<file path="config.mk">
export PLATFORM = sky130hd
export DESIGN_NAME = crc_tx_framer_flat
export DESIGN_NICKNAME = d
export VERILOG_FILES = /design/src/rtl/crc_tx_framer_pkg.sv /design/src/rtl/crc_tx_framer_if.sv /design/src/rtl/crc_tx_framer_uart_tx.sv /design/src/rtl/crc_tx_framer.sv /design/src/flat_wrapper.sv
export SDC_FILE = /design/constraint.sdc
export NUM_CORES = 1
export LEC_CHECK = 0
export ABC_CLOCK_PERIOD_IN_PS = 3300
export BUFFER_PORTS_ARGS = -buffer_cell sky130_fd_sc_hd__buf_2
export CORE_AREA = 2 2 84 86
export CTS_CLUSTER_DIAMETER = 80
export DETAILED_ROUTE_END_ITERATION = 10
export DIE_AREA = 0 0 86 88
export PLACE_DENSITY = 0.94
export SYNTH_ARGS = -nofsm -noshare
export SYNTH_HDL_FRONTEND = slang
export SYNTH_SLANG_ARGS = --single-unit
export TNS_END_PERCENT = 100
</file>
<file path="constraint.sdc">
create_clock -name clk_i -period 3.3 [get_ports clk_i]
set_input_delay 0.99 -clock clk_i [delete_from_list [all_inputs] [get_ports clk_i]]
set_output_delay 0.99 -clock clk_i [all_outputs]
set_load 0.05 [all_outputs]
</file>
<file path="src/rtl/crc_tx_framer_pkg.sv">
// Shared constants, FSM state type and byte-reversal helper for the CRC-16 transmit framer.
package crc_tx_framer_pkg;

  localparam logic [16:0] CRC16_MASK  = 17'h1_1021;
  localparam logic [15:0] CRC16_POLY  = CRC16_MASK[15:0];
  localparam logic [15:0] CRC16_INIT  = 16'h0000;
  localparam int          FRAME_BYTES = 5;
  localparam int          MSG_BITS    = 24;

  typedef enum logic [2:0] {
    IDLE,
    CRC,
    LOAD,
    SEND,
    DONE
  } state_e;

  function automatic logic [7:0] rev8(input logic [7:0] b);
    logic [7:0] r;
    for (int i = 0; i < 8; i++) r[i] = b[7-i];
    return r;
  endfunction

endpackage

</file>
<file path="src/rtl/crc_tx_framer_if.sv">
// Message handshake between the message source (master) and the framer (slave).
interface crc_tx_framer_if;
  import crc_tx_framer_pkg::*;

  logic [MSG_BITS-1:0] data;
  logic                valid;
  logic                ready;

  modport master (output data, output valid, input ready);
  modport slave  (input data, input valid, output ready);

endinterface

</file>
<file path="src/rtl/crc_tx_framer_uart_tx.sv">
// uart_tx: 8N1 serialiser; one line bit per tick_i, start bit on the first tick after start_i.
module crc_tx_framer_uart_tx (
  input  logic       clk_i,
  input  logic       rst_i,
  input  logic       tick_i,
  input  logic [7:0] data_i,
  input  logic       start_i,
  output logic       tx_o,
  output logic       busy_o,
  output logic       done_o
);

  logic [7:0] buf_q, buf_d;
  logic [7:0] shift_q, shift_d;
  logic       pend_q, pend_d;
  logic [3:0] cnt_q, cnt_d;
  logic       tx_q, tx_d;
  logic       done_q, done_d;

  // cnt_q: 0 line idle, 1 start bit, 2..9 data bits, 10 stop bit on the line.
  // done fires as the stop bit goes out so a queued byte launches on the tick that ends it.
  always_comb begin
    buf_d   = buf_q;
    shift_d = shift_q;
    pend_d  = pend_q;
    cnt_d   = cnt_q;
    tx_d    = tx_q;
    done_d  = 1'b0;
    if (start_i) begin
      buf_d  = data_i;
      pend_d = 1'b1;
    end
    if (tick_i) begin
      if (cnt_q == 4'd0 || cnt_q == 4'd10) begin
        if (pend_q) begin
          tx_d    = 1'b0;
          shift_d = buf_q;
          pend_d  = start_i;
          cnt_d   = 4'd1;
        end else begin
          tx_d  = 1'b1;
          cnt_d = 4'd0;
        end
      end else if (cnt_q == 4'd9) begin
        tx_d   = 1'b1;
        cnt_d  = 4'd10;
        done_d = 1'b1;
      end else begin
        tx_d    = shift_q[0];
        shift_d = {1'b0, shift_q[7:1]};
        cnt_d   = cnt_q + 4'd1;
      end
    end
  end

  always_ff @(posedge clk_i) begin
    if (rst_i) begin
      buf_q   <= 8'h00;
      shift_q <= 8'h00;
      pend_q  <= 1'b0;
      cnt_q   <= 4'd0;
      tx_q    <= 1'b1;
      done_q  <= 1'b0;
    end else begin
      buf_q   <= buf_d;
      shift_q <= shift_d;
      pend_q  <= pend_d;
      cnt_q   <= cnt_d;
      tx_q    <= tx_d;
      done_q  <= done_d;
    end
  end

  assign tx_o   = tx_q;
  assign busy_o = pend_q || (cnt_q != 4'd0);
  assign done_o = done_q;

endmodule

</file>
<file path="src/rtl/crc_tx_framer.sv">
// CRC-16 transmit framer: LFSR over a 24-bit message, then a 5-byte 8N1 frame {M, C}.
// Optional CRC_TX_ERR_INJECT_EN adds err_inject_i, which flips C[0] on the wire only.
module crc_tx_framer
  import crc_tx_framer_pkg::*;
#(
  parameter logic [15:0] POLY     = CRC16_POLY,
  parameter logic [15:0] CRC_INIT = CRC16_INIT
) (
  input  logic                  clk_i,
  input  logic                  rst_i,
  input  logic                  tick_i,
  crc_tx_framer_if.slave        msg,
`ifdef CRC_TX_ERR_INJECT_EN
  input  logic                  err_inject_i,
`endif
  output logic                  tx_o,
  output logic                  busy_o,
  output logic                  done_o,
  output logic [15:0]           crc_o
);

  localparam logic [2:0] LAST_IDX = 3'(FRAME_BYTES - 1);
  localparam logic [4:0] BIT_TOP  = 5'(MSG_BITS - 1);

  state_e              state_q, state_d;
  logic [MSG_BITS-1:0] msg_q, msg_d;
  logic [15:0]         crc_q, crc_d;
  logic [15:0]         crc_out_q, crc_out_d;
  logic [4:0]          bit_cnt_q, bit_cnt_d;
  logic [2:0]          idx_q, idx_d;
  logic [15:0]         crc_step;
  logic [7:0]          byte_sel;
  logic [7:0]          uart_data;
  logic                uart_start, uart_busy, uart_done;
  logic                inj_q;

`ifdef CRC_TX_ERR_INJECT_EN
  logic inj_d;
`else
  assign inj_q = 1'b0;
`endif

  assign crc_step = {crc_q[14:0], 1'b0} ^ ((crc_q[15] ^ msg_q[bit_cnt_q]) ? POLY : 16'h0000);

  always_ff @(posedge clk_i) begin
    if (rst_i) state_q <= IDLE;
    else       state_q <= state_d;
  end

  always_comb begin
    state_d = state_q;
    case (state_q)
      IDLE: if (msg.valid) state_d = CRC;
      CRC:  if (bit_cnt_q == 5'd0) state_d = LOAD;
      LOAD: state_d = SEND;
      SEND: begin
        if (idx_q != LAST_IDX) begin
          if (uart_done) state_d = LOAD;
        end else if (!uart_busy) begin
          state_d = DONE;
        end
      end
      DONE:    state_d = IDLE;
      default: state_d = IDLE;
    endcase
  end

  always_comb begin
    msg.ready  = (state_q == IDLE);
    busy_o     = (state_q != IDLE);
    done_o     = (state_q == DONE);
    uart_start = (state_q == LOAD);
  end

  always_comb begin
    msg_d     = msg_q;
    crc_d     = crc_q;
    crc_out_d = crc_out_q;
    bit_cnt_d = bit_cnt_q;
    idx_d     = idx_q;
`ifdef CRC_TX_ERR_INJECT_EN
    inj_d     = inj_q;
`endif
    case (state_q)
      IDLE: if (msg.valid) begin
        msg_d     = msg.data;
        crc_d     = CRC_INIT;
        bit_cnt_d = BIT_TOP;
`ifdef CRC_TX_ERR_INJECT_EN
        inj_d     = err_inject_i;
`endif
      end
      CRC: begin
        crc_d     = crc_step;
        bit_cnt_d = bit_cnt_q - 5'd1;
        if (bit_cnt_q == 5'd0) begin
          crc_out_d = crc_step;
          idx_d     = 3'd0;
          bit_cnt_d = 5'd0;
        end
      end
      SEND: if (idx_q != LAST_IDX && uart_done) idx_d = idx_q + 3'd1;
      default: ;
    endcase
  end

  // Low CRC byte goes first; the injected error touches only this copy, never crc_o.
  always_comb begin
    case (idx_q)
      3'd0:    byte_sel = crc_out_q[7:0] ^ {7'b0, inj_q};
      3'd1:    byte_sel = crc_out_q[15:8];
      3'd2:    byte_sel = msg_q[7:0];
      3'd3:    byte_sel = msg_q[15:8];
      default: byte_sel = msg_q[23:16];
    endcase
    uart_data = rev8(byte_sel);
  end

  always_ff @(posedge clk_i) begin
    if (rst_i) begin
      msg_q     <= '0;
      crc_q     <= '0;
      crc_out_q <= '0;
      bit_cnt_q <= '0;
      idx_q     <= '0;
`ifdef CRC_TX_ERR_INJECT_EN
      inj_q     <= 1'b0;
`endif
    end else begin
      msg_q     <= msg_d;
      crc_q     <= crc_d;
      crc_out_q <= crc_out_d;
      bit_cnt_q <= bit_cnt_d;
      idx_q     <= idx_d;
`ifdef CRC_TX_ERR_INJECT_EN
      inj_q     <= inj_d;
`endif
    end
  end

  assign crc_o = crc_out_q;

  crc_tx_framer_uart_tx u_uart_tx (
    .clk_i   (clk_i),
    .rst_i   (rst_i),
    .tick_i  (tick_i),
    .data_i  (uart_data),
    .start_i (uart_start),
    .tx_o    (tx_o),
    .busy_o  (uart_busy),
    .done_o  (uart_done)
  );

endmodule

</file>
<file path="src/flat_wrapper.sv">
// flat-port wrapper written by rule: the top's interface ports become plain ports
module crc_tx_framer_flat import crc_tx_framer_pkg::*;
#(
  parameter logic [15:0] POLY     = CRC16_POLY,
  parameter logic [15:0] CRC_INIT = CRC16_INIT
)
  (clk_i, rst_i, tick_i, tx_o, busy_o, done_o, crc_o, msg_data, msg_valid, msg_ready);
  crc_tx_framer_if msg_i ();
  input  logic clk_i;
  input  logic rst_i;
  input  logic tick_i;
  output logic tx_o;
  output logic busy_o;
  output logic done_o;
  output logic [15:0] crc_o;
  input wire logic [$bits(msg_i.data)-1:0] msg_data;
  input wire logic [$bits(msg_i.valid)-1:0] msg_valid;
  output wire logic [$bits(msg_i.ready)-1:0] msg_ready;
  assign msg_i.data = msg_data;
  assign msg_i.valid = msg_valid;
  assign msg_ready = msg_i.ready;
  crc_tx_framer #(.POLY(POLY), .CRC_INIT(CRC_INIT)) u_core (.clk_i(clk_i), .rst_i(rst_i), .tick_i(tick_i), .msg(msg_i), .tx_o(tx_o), .busy_o(busy_o), .done_o(done_o), .crc_o(crc_o));
endmodule
</file>
[Word-level counts from Yosys, hierarchy flattened]
Cells that the tools add are included.
Storage, ports and cells
  input bits: 28
  word-level logic and storage cells: 86
  bits in registers: 90
  output and inout port bits: 20
Operators by class
  $lt $le $gt $ge: 1
  eq/ne operators: 17
  reductions and logical operators: 18
  mux-type cells: 32
  add/subtract/negate cells: 3
  bitwise operators: 3
Operators by type and width (count)
  16-bit one-hot mux with 2 select lines: 1
  8-bit one-hot mux with 4 select lines: 1
  8-bit two-way mux: 3
  3-bit two-way mux: 7
  16-bit two-way mux: 1
  16-bit bitwise XOR: 1
  13-bit two-way mux: 1
  3-bit by 2-bit == test with 1-bit output (second input constant): 4
  3-bit one-hot mux with 4 select lines: 1
  1-bit two-way mux: 10
  5-bit two-way mux: 2
  5-bit one-hot mux with 2 select lines: 1
  3-bit inequality test (second input constant): 3
  4-bit == test (second input constant): 2
  4-bit two-way mux: 2
  3-bit by 1-bit == test with 1-bit output (second input constant): 2
  3-bit zero test: 2
  5-bit by 6-bit less-than comparator with 1-bit output (second input constant): 1
  2-bit inequality test (second input constant): 3
  3-bit one-hot mux with 2 select lines: 1
  2-bit AND reduction: 3
  3-bit AND reduction: 2
  1-bit binary-select mux with 5-bit select: 1
  5-bit zero test: 1
  15 further kinds: 18

[Logic depth before layout (Yosys ltp)]
Gate-level depths: netlist (run 1).
  word-level depth: 6
  mapped depth: 10
  gate-level depth less buffers: 8

[Cells and area by module]
Synthesis (run 1) repeated with hierarchy kept, for this count alone.
Unflattened totals
  cells, all modules: 528
  area, all modules: 4190.3 µm²
Modules (own cells, without submodules)
  crc_tx_framer: area each 3110.5 µm², cells each 408, instances 1, seq. area each 1341.3 µm²
  crc_tx_framer_uart_tx: area each 1079.8 µm², cells each 120, instances 1, seq. area each 460.4 µm²

[Worst setup path before layout (run 1)]
OpenSTA, ideal clock, no wires.
  kind: flip-flop to output port
  start point: register u_core.state_q[2]
  end point: output port busy_o
  buffers on the path: 1
  setup slack: 0.331 ns
  data required time: 2.310 ns
  stages on the path, launching flop included: 5
  data arrival time: 1.979 ns
  cells stage by stage: dfxtp_1 clkbuf_1 or2_2 nor2_1 inv_1
On the way
  longest elaborated chain between the ends: 1
RTL lines
  start, declared: line crc_tx_framer.sv:25  | state_e state_q, state_d;
  start signal, assigned: line crc_tx_framer.sv:47  | else state_q <= state_d;
  3-bit nonzero test: line crc_tx_framer.sv:70  | busy_o = (state_q != IDLE);
  end, declared: line flat_wrapper.sv:13  | output logic busy_o;
Every way passes these cells.

[Worst setup path after layout (run 1)]
  start point: register u_core.state_q[2]
  end point: output port msg_ready
On the way
  longest elaborated chain between the ends: 1
RTL lines
  3-bit zero test: line crc_tx_framer.sv:69  | msg.ready = (state_q == IDLE);
  end, declared: line flat_wrapper.sv:18  | output wire logic [$bits(msg_i.ready)-1:0] msg_ready;
Every way passes these cells.

==> summary.txt, run 1 <==
Clocking
  – Num CTS Buffers: 9
  – Clk slew on worst S/H paths: 0.09 ns
  – Postcts setup bufs: 0
  – CTS tree: yes
  – Worst skew pair latency: 0.37 ns
  – PostCTS Resize Cnt: 0
  – Clk sinks: 90
  – H-tree depth: 3
  – CTS Hold Bufs: 0
  – CTS root buf: clkbuf_8
  – CTS max path bufs: 2

Route
  – First-iteration detailed-routing DRC count: 380
  – Avg WL per Cell: 16.3 um
  – DR vias: 3,811
  – Vias per cell: 6.21
  – Routed WL: 9990 um
  – Final ANT Viol Nets: 0
  – DRC viols: 0
  – DR pass1 iterations: 5

Floorplan
  – Area of the core: 6640 um2
  – # IOs: 48
  – Die area: 7570 um2
  – Die W: 86 um
  – Die height: 88 um
  – Starting Density: 61.0%
  – Rows: 30

STA
  – RSZ-0062 raised after global routing: false
  – Final hold vios: 0
  – F_max: 0.382 GHz
  – Pins Over Slew Limit: 0
  – Final period utilization: 79.3%
  – Setup Skew: 0.0133 ns
  – Setup TNS Final: 0 ns
  – Slew HR: 40.6%
  – Post-layout minimum cycle time: 2.62 ns
  – Final setup fails: 0
  – Worst slew pin tran: 0.889 ns

Logic synthesis
  – Cell count after synthesis: 505
  – Post-synth EDFFs: 0
  – Ys flop type: dfxtp_1
  – Dominant cells by area after synthesis: dfxtp_1 (44%), nand2_1 (11%), a21oi_1 (11%)
  – Avg Cell Area, Syn: 8.02 um2
  – Post-synth cell types: 50
  – Ys async rst share: 0%
  – Post-Syn Area: 4050 um2
  – Sequential share of the synthesized area: 44.5%
  – Synth warn: 0
  – Largest area contributor in the netlist: dfxtp_1
  – Syn nets: 543
  – Yosys reg bits: 90
  – Share of the synthesized area in the top cell type: 44.5%

Worst setup path
  – Req. time, crit path: 2.31 ns
  – Slowest stage cell on the critical path: dfxtp_1
  – Setup crit start kind: register
  – Crit path largest cell delay: 0.41 ns
  – Critical path class: register to primary output
  – CP Max Fanout: 9
  – Critical Path, Cell by Cell: or2_2 > nor2_1 > buf_2
  – Kind of end point of the critical path: primary output
  – Crit path buf inv count: 1
  – CP top delay family: simple AND/OR/NAND/NOR gates
  – Worst Path Arrival: 1.63 ns

Place
  – RePlAce Congestion: 0.956
  – Buffers added on ports: 47
  – Hpwl dp: 6900 um

GRT
  – GRT Total Usage: 27.6%
  – Pin count of the biggest net entering global routing: 44
  – Grt ovf: 0
  – Initial antenna violation count: 0
  – Vias in the first global route: 3,463
  – First-pass GRT wire length: 16,300 um

Cells and area
  – Commonest non-fill, non-tap cells in the layout: nand2_1 (115), dfxtp_1 (90), a21oi_1 (86), buf_2 (47), nor2_1 (34)
  – Ant diodes: 0
  – Final nets: 567
  – Most common cell after layout, fill and taps aside: nand2_1
  – Area grow syn2layout: 9.98%
  – Layout cell share with drive strength beyond 1: 13.9%

Power and ir drop
  – Pwr Total: 2.47 mW
  – Max VDD drop: 0.311 mV
  – P per Cell Area: 554 nW/um2
  – Pleak: 1.71 nW

Run
  – Max Cap Viol: 0

Status
  – Run status: completed

Min path
  – Hold Path Class: register to register
==> kinds of logic after synthesis <==
family	after synthesis	share of synthesized area [%]
xor+xnor	3	1.36
mux	12	4.08
flops	90	44.5
fa+ha+maj	10	3.09
buf+inv	51	5.28
simple gates	202	21.6
compound gates	137	20.1
==> stage by stage <==
stage	setup WS (ns)	instances	utilization, %	hold WS, ns	area, um2
6_report	0.683	614	67.1	0.474	4460
5_1_grt	0.622	614	67.1	0.493	4460
4_1_cts	0.697	614	67.1	0.478	4460
3_5_place_dp	1.10	598	64.1	0.464	4260
3_3_place_gp	1.14	598	64.1	0.452	4260
2_1_floorplan	0.331	505	-	0.445	4050
==> path summary, 6_finish.rpt <==
check | end | slack, ns | start | cells past startpoint
hold / removal | u_core.crc_q[15] | 0.47 | u_core.crc_q[14] | 2
setup / recovery | msg_ready | 0.68 | u_core.state_q[2] | 3
setup reg to reg | u_core.idx_q[2] | 1.08 | u_core.idx_q[1] | 6
hold reg to reg | u_core.crc_q[15] | 0.47 | u_core.crc_q[14] | 2
==> power by group <==
group / total, mW / internal, mW / switching (mW)
Clock: 0.759 / 0.356 / 0.403
Sequential: 1.24 / 1.16 / 0.0848
Combinational: 0.469 / 0.168 / 0.301
Total: 2.47 / 1.68 / 0.789
==> Yosys cell counts, types with 8 or more instances <==
library cell	count
ha_1	10
nand2_1	115
a21oi_1	86
clkbuf_1	28
inv_1	12
a222oi_1	8
nor2_1	34
dfxtp_1	90
nand3_1	20
o21ai_0	19
mux2i_1	9
==> tightest hold or removal path, delay by kind of cell, from the launching register on <==
kind            cells  cell delay [ns]
compound gates      1             0.05
flops               1             0.33
simple gates        1             0.06
==> state kept, by name, summed over array words and instances (netlist names) <==
register	count
u_core.u_uart_tx.pend_q	1
u_core.u_uart_tx.buf_q	8
u_core.u_uart_tx.done_o	1
u_core.bit_cnt_q	5
u_core.crc_o	16
u_core.u_uart_tx.cnt_q	4
u_core.msg_q	24
u_core.state_q	3
u_core.u_uart_tx.tx_o	1
u_core.crc_q	16
u_core.idx_q	3
u_core.u_uart_tx.shift_q	8
==> area by class of cell <==
cell class                      count  area [um2]
Tap cell                           80         100
Clock inverter                      5        63.8
Timing Repair Buffer               52         273
Sequential cell                    90        1800
Clock buffer                       11         131
Fill cell                         514        2190
Multi-Input combinational cell    364        2040
Inverter                           12        45.0
==> layer usage <==
layer / routed length [um] / vias to the layer above / GRT usage (%)
met5: 0 / - / 0
met2: 4850 / 201 / 44.2
met4: 309 / 0 / 14.9
li1: - / 1802 / -
met1: 4030 / 1765 / 34.4
met3: 804 / 43 / 6.97
Note: power is estimated with default switching activity, not from simulation.
==> run 2, diff against run 1 <==
ABC_CLOCK_PERIOD_IN_PS = 2600   (was 3300)
CORE_AREA = 2 2 87 89   (was 2 2 84 86)
DIE_AREA = 0 0 89 91   (was 0 0 86 88)
PLACE_DENSITY = 0.89   (was 0.94)
clock period = 2.6 ns   (was 3.3 ns; I/O delays follow)
==> summary.txt, run 2 (same netlist as run 1, synthesis figures left out) <==
STA
  – F_max: 0.427 GHz
  – Final period utilization: 90.1%
  – Setup Skew: 0.0141 ns (was 0.0133 ns)
  – Slew HR: 44.3% (was 40.6%)
  – Setup TNS Final: 0 ns (unchanged)
  – Worst slew pin tran: 0.834 ns (was 0.889 ns)
  – Post-layout minimum cycle time: 2.34 ns
  – Pins Over Slew Limit: 0 (unchanged)
  – Final setup fails: 0 (unchanged)
  – RSZ-0062 raised after global routing: false (unchanged)
  – Final hold vios: 0 (unchanged)

Status
  – Run status: completed (unchanged)

Cells and area
  – Final core occ: 62.6% (was 67.1%)
  – Layout cell share with drive strength beyond 1: 14.4% (was 13.9%)
  – Final nets: 568 (was 567)
  – Most common cell after layout, fill and taps aside: nand2_1 (unchanged)
  – Top reg by flops: u_core.msg_q (unchanged)
  – Fillcell total: 667 (was 514)
  – Area grow syn2layout: 10.3% (was 9.98%)
  – Commonest non-fill, non-tap cells in the layout: nand2_1 (115), dfxtp_1 (90), a21oi_1 (86), buf_2 (47), nor2_1 (33) (was nand2_1 (115), dfxtp_1 (90), a21oi_1 (86), buf_2 (47), nor2_1 (34))
  – Ant diodes: 0 (unchanged)
  – Largest register FFs: 24 (unchanged)

Clocking
  – CTS max path bufs: 2 (unchanged)
  – CTS tree: yes (unchanged)
  – H-tree depth: 3 (unchanged)
  – CTS root buf: clkbuf_8 (unchanged)
  – PostCTS Resize Cnt: 0 (unchanged)
  – CTS Hold Bufs: 0 (unchanged)
  – Clk slew on worst S/H paths: 0.09 ns (about the same)
  – Clk sinks: 90 (unchanged)
  – Num CTS Buffers: 9 (unchanged)
  – Worst skew pair latency: 0.36 ns (was 0.37 ns)
  – Postcts setup bufs: 0 (unchanged)

Min path
  – Hold Path Class: register to register (unchanged)
  – Cells on Worst Hold Path: 2 (unchanged)

Route
  – Vias per cell: 5.92 (was 6.21)
  – DR pass1 iterations: 6 (was 5)
  – Wire length on met3: 682 um (was 804 um)
  – First-iteration detailed-routing DRC count: 322 (was 380)
  – Avg WL per Cell: 15.7 um (was 16.3 um)
  – Routed WL: 9960 um (was 9990 um)
  – DR vias: 3,748 (was 3,811)
  – WL met1: 4100 um (was 4030 um)
  – Max layer used: met4 (unchanged)
  – Final ANT Viol Nets: 0 (unchanged)
  – DRC viols: 0 (unchanged)
  – Met2 wire length: 4970 um (was 4850 um)

Run
  – Max Cap Viol: 0 (unchanged)

Worst setup path
  – Worst Path Arrival: 1.56 ns (was 1.63 ns)
  – Kind of end point of the critical path: primary output (unchanged)
  – Critical path class: register to primary output (unchanged)
  – Reg2reg path depth: 6 (unchanged)
  – CP Depth: 3 (unchanged)
  – CP Max Fanout: 9 (unchanged)
  – Crit path buf inv count: 1 (unchanged)
  – Crit path largest cell delay: 0.40 ns (was 0.41 ns)
  – Setup crit start kind: register (unchanged)
  – Critical Path, Cell by Cell: or2_2 > nor2_2 > buf_2 (was or2_2 > nor2_1 > buf_2)
  – Slowest stage cell on the critical path: dfxtp_1 (unchanged)
  – Req. time, crit path: 1.82 ns (was 2.31 ns)
  – CP top delay family: simple AND/OR/NAND/NOR gates (unchanged)

Floorplan
  – Starting Density: 56.8% (was 61.0%)
  – Die area: 8100 um2 (was 7570 um2)
  – Die W: 89 um (was 86 um)
  – Rows: 31 (was 30)
  – Die height: 91 um (was 88 um)
  – Area of the core: 7140 um2 (was 6640 um2)
  – # IOs: 48 (unchanged)

GRT
  – GRT Total Usage: 25.7% (was 27.6%)
  – Vias in the first global route: 3,515 (was 3,463)
  – First-pass GRT wire length: 16,300 um (about the same)
  – Grt ovf: 0 (unchanged)
  – Pin count of the biggest net entering global routing: 41 (was 44)
  – Initial antenna violation count: 0 (unchanged)

Place
  – RePlAce Congestion: 0.946 (was 0.956)
  – Hpwl dp: 7100 um (was 6900 um)
  – Buffers added on ports: 47 (unchanged)

Power and ir drop
  – Pwr Total: 3.04 mW (was 2.47 mW)
  – Pleak: 1.71 nW (about the same)
  – P per Cell Area: 680 nW/um2 (was 554 nW/um2)
  – Max VDD drop: 0.337 mV (was 0.311 mV)
run 2: cell types whose count changed in the layout (fill, tap and decap cells not counted), sizes merged:
cell,previous run,this run
buf,52,53
bufinv,1,0
clkbuf,11,10
clkinv,2,1
clkinvlp,1,2
inv,13,14
run 2: worst paths after layout:
kind	startpoint	to	slack, ns
max	u_core.state_q[2]	msg_ready	0.26
min	u_core.u_uart_tx.tx_o	u_core.u_uart_tx.tx_o	0.48
max reg2reg	u_core.idx_q[0]	u_core.idx_q[2]	0.38
min reg2reg	u_core.u_uart_tx.tx_o	u_core.u_uart_tx.tx_o	0.48
run 2: power by group:
| group | total [mW] | internal, mW | switching (mW) |
|---|---|---|---|
| Sequential | 1.58 | 1.47 | 0.109 |
| Clock | 0.870 | 0.373 | 0.497 |
| Combinational | 0.592 | 0.216 | 0.375 |
| Total | 3.04 | 2.06 | 0.982 |
run 2: worst min-delay path: stages, from the launching register on:
cell and delay, ns:
dfxtp_1 0.34, mux2i_1 0.06, nand2_1 0.05
run 2: final cells by class:
type | count | area [um2] | share of cell area, %
clock buffers | 10 | 138 | 3.08
clock inverters | 5 | 37.5 | 0.840
inverters | 12 | 45.0 | 1.01
multi-input cells | 364 | 2040 | 45.7
flip-flops and latches | 90 | 1800 | 40.3
well taps | 99 | 124 | 2.77
repair buffers | 53 | 280 | 6.27
run 2: layer usage:
metal	vias up	global-route usage (%)
met5	-	0
met4	0	8.33
met3	25	6.00
met2	160	42.8
met1	1763	32.5
li1	1800	-
run 2: through the flow:
step | area, um2 | setup slack (ns) | cells | hold WS [ns]
floorplan | 4050 | 0.131 | 505 | 0.445
global placement | 4290 | 0.571 | 618 | 0.452
detailed placement | 4290 | 0.416 | 618 | 0.460
CTS | 4470 | 0.247 | 633 | 0.473
global route | 4470 | 0.151 | 633 | 0.504
finish | 4470 | 0.259 | 633 | 0.478
==> run 3, diff against run 2 <==
ABC_AREA = 1   (was not set)
==> summary.txt, run 3 <==
Place
  – Hpwl dp: 7300 um (was 7100 um)
  – Buffers added on ports: 47 (unchanged)
  – Worst slack at placement: 0.656 ns (was 0.416 ns)
  – RePlAce Congestion: 0.903 (was 0.946)
  – Placed cell count: 663 (was 618)

Worst setup path
  – CP Max Fanout: 9 (unchanged)
  – Critical path class: register to primary output (unchanged)
  – Worst Path Arrival: 1.35 ns (was 1.56 ns)
  – Reg2reg path depth: 10 (was 6)
  – Crit path largest cell delay: 0.32 ns (was 0.40 ns)
  – Crit. Startpoint: u_core.state_q[2] (unchanged)
  – Setup crit start kind: register (unchanged)
  – Req. time, crit path: 1.82 ns (about the same)
  – Setup slack, reg-to-reg: 0.64 ns (was 0.38 ns)
  – Kind of end point of the critical path: primary output (unchanged)
  – Worst r2r dst: u_core.u_uart_tx.shift_q[3] (was u_core.idx_q[2])
  – CP endpoint: msg_ready (unchanged)
  – Slowest stage cell on the critical path: dfxtp_1 (unchanged)
  – Critical Path, Cell by Cell: nor2_1 > inv_2 > nor2_4 > buf_2 (was or2_2 > nor2_2 > buf_2)
  – Crit Reg-Reg Startpoint: u_core.u_uart_tx.cnt_q[0] (was u_core.idx_q[0])

STA
  – Setup WS post-layout: 0.469 ns (was 0.259 ns)
  – Post-layout minimum cycle time: 2.13 ns (was 2.34 ns)
  – RSZ-0062 raised after global routing: false (unchanged)
  – Setup Skew: 0.0114 ns (was 0.0141 ns)
  – Pins Over Slew Limit: 0 (unchanged)
  – Slew HR: 51.6% (was 44.3%)
  – Final hold vios: 0 (unchanged)
  – Final period utilization: 82.0% (was 90.1%)
  – Worst slew pin tran: 0.726 ns (was 0.834 ns)
  – Setup TNS Final: 0 ns (unchanged)
  – Final setup fails: 0 (unchanged)
  – F_max: 0.469 GHz (was 0.427 GHz)

Logic synthesis
  – Ys flop type: dfxtp_1 (unchanged)
  – Synth cell count leaders: nand2_1 (116), dfxtp_1 (90), inv_1 (59) (was nand2_1 (115), dfxtp_1 (90), a21oi_1 (86))
  – Avg Cell Area, Syn: 7.56 um2 (was 8.02 um2)
  – Most common cell in the synthesized netlist: nand2_1 (unchanged)
  – Yosys reg bits: 90 (unchanged)
  – Share of the synthesized area in the top cell type: 44.6% (was 44.5%)
  – Syn nets: 572 (was 543)
  – Largest area contributor in the netlist: dfxtp_1 (unchanged)
  – Sequential share of the synthesized area: 44.6% (was 44.5%)
  – Cell count after synthesis: 534 (was 505)
  – Post-synth cell types: 35 (was 50)
  – Synth warn: 0 (unchanged)
  – Post-synth EDFFs: 0 (unchanged)
  – Dominant cells by area after synthesis: dfxtp_1 (45%), nand2_1 (11%), a21oi_1 (6.3%) (was dfxtp_1 (44%), nand2_1 (11%), a21oi_1 (11%))
  – Post-Syn Area: 4040 um2 (was 4050 um2)
  – Ys async rst share: 0% (unchanged)

Floorplan
  – Rows: 31 (unchanged)
  – Starting Density: 56.6% (was 56.8%)
  – Area of the core: 7140 um2 (unchanged)
  – Die area: 8100 um2 (unchanged)
  – Die height: 91 um (unchanged)
  – # IOs: 48 (unchanged)
  – Die W: 89 um (unchanged)

Clocking
  – CTS Hold Bufs: 0 (unchanged)
  – Clk slew on worst S/H paths: 0.09 ns (about the same)
  – Num CTS Buffers: 9 (unchanged)
  – PostCTS Resize Cnt: 0 (unchanged)
  – H-tree depth: 3 (unchanged)
  – CTS tree: yes (unchanged)
  – CTS max path bufs: 2 (unchanged)
  – CTS root buf: clkbuf_8 (unchanged)
  – Worst skew pair latency: 0.38 ns (was 0.36 ns)
  – Postcts setup bufs: 0 (unchanged)
  – Clk sinks: 90 (unchanged)

Route
  – DR vias: 3,806 (was 3,748)
  – First-iteration detailed-routing DRC count: 321 (was 322)
  – DRC viols: 0 (unchanged)
  – Routed WL: 9970 um (was 9960 um)
  – DR pass1 iterations: 5 (was 6)
  – Avg WL per Cell: 14.7 um (was 15.7 um)
  – Vias per cell: 5.61 (was 5.92)
  – Final ANT Viol Nets: 0 (unchanged)

Cells and area
  – Largest register FFs: 24 (unchanged)
  – Most common cell after layout, fill and taps aside: nand2_1 (unchanged)
  – Sequential Area: 1800 um2 (unchanged)
  – Fin cells: 679 (was 633)
  – Commonest non-fill, non-tap cells in the layout: nand2_1 (116), dfxtp_1 (90), inv_1 (59), a21oi_1 (51) (was nand2_1 (115), dfxtp_1 (90), a21oi_1 (86), buf_2 (47), nor2_1 (33))
  – Ant diodes: 0 (unchanged)
  – Final core occ: 63.5% (was 62.6%)
  – Multi-input logic area: 1860 um2 (was 2040 um2)
  – Layout cell share with drive strength beyond 1: 15.9% (was 14.4%)
  – Area grow syn2layout: 12.2% (was 10.3%)
  – Top reg by flops: u_core.msg_q (unchanged)
  – Fillcell total: 643 (was 667)
  – Final nets: 613 (was 568)

GRT
  – GRT Total Usage: 26.2% (was 25.7%)
  – Vias in the first global route: 3,495 (was 3,515)
  – First-pass GRT wire length: 16,700 um (was 16,300 um)
  – Grt ovf: 0 (unchanged)
  – Pin count of the biggest net entering global routing: 44 (was 41)
  – Initial antenna violation count: 0 (unchanged)

Status
  – Run status: completed (unchanged)

Min path
  – Hold Path Class: register to register (unchanged)

Run
  – Max Cap Viol: 0 (unchanged)

Power and ir drop
  – Pwr Total: 4.20 mW (was 3.04 mW)
  – P per Cell Area: 927 nW/um2 (was 680 nW/um2)
  – Max VDD drop: 0.462 mV (was 0.337 mV)
  – Pleak: 1.88 nW (was 1.71 nW)
run 3: changes by cell type after synthesis, moves of 8 or more:
cell      change
a21oi_1      -35
nand3_1      +27
o21ai_0      +24
mux2i_1       -9
inv_1        +47
nor2_1       -18
o211ai_1      +8
clkbuf_1     -16
a221oi_1      +9
a222oi_1      -8
o22ai_1      +11
run 3: where the power goes:
group | internal [mW] | switching (mW)
Sequential | 1.60 | 0.166
Clock | 0.412 | 0.533
Combinational | 0.458 | 1.03
Total | 2.47 | 1.73
run 3: how the worst min path moves through the flow:
stage / slack, ns / startpoint / end / cells after the start
2_1_floorplan: 0.44 / u_core.crc_q[1] / u_core.crc_q[1] / 2
3_3_place_gp: 0.44 / u_core.u_uart_tx.tx_o / u_core.u_uart_tx.tx_o / 2
3_5_place_dp: 0.45 / u_core.crc_q[10] / u_core.crc_q[10] / 2
4_1_cts: 0.47 / u_core.crc_q[10] / u_core.crc_q[10] / 2
5_1_grt: 0.49 / u_core.crc_q[1] / u_core.crc_q[1] / 2
6_report: 0.47 / u_core.crc_q[1] / u_core.crc_q[1] / 2
run 3: cell families (layout without fill, tap and decap cells):
logic type,after synthesis,after routing,synth area share [%]
buffers and inverters,91,137,9.33
AND/OR/NAND/NOR,201,201,22.5
adder cells (fa/ha/maj),10,10,3.10
AO/OA/AOI/OAI,138,138,19.6
XOR/XNOR,4,4,0.868
flip-flops,90,90,44.6
run 3: cell type report:
| class | count | share of cell area (%) |
|---|---|---|
| Multi-Input combinational cell | 353 | 41.0 |
| Sequential cell | 90 | 39.8 |
| Timing Repair Buffer | 54 | 6.63 |
| Inverter | 67 | 5.55 |
| Clock buffer | 11 | 3.34 |
| Tap cell | 99 | 2.73 |
| Clock inverter | 5 | 0.939 |
run 3: worst max-delay path, delay by kind of cell, from the launching register on:
family        cells  cell delay [ns]
buf+inv           2             0.37
flops             1             0.32
simple gates      2             0.29
run 3: per-layer routing:
layer	up-vias	wire [um]	GRT usage [%]
met3	19	639	5.55
li1	1876	-	-
met2	139	4840	41.4
met4	0	192	8.58
met1	1772	4300	35.7
met5	-	0	0
run 3: stage by stage:
stage | instance area (um2) | hold slack, ns
after floorplan | 4040 | 0.440
after global placement | 4340 | 0.442
after detailed placement | 4340 | 0.453
after CTS | 4530 | 0.467
after global routing | 4530 | 0.492
final | 4530 | 0.469
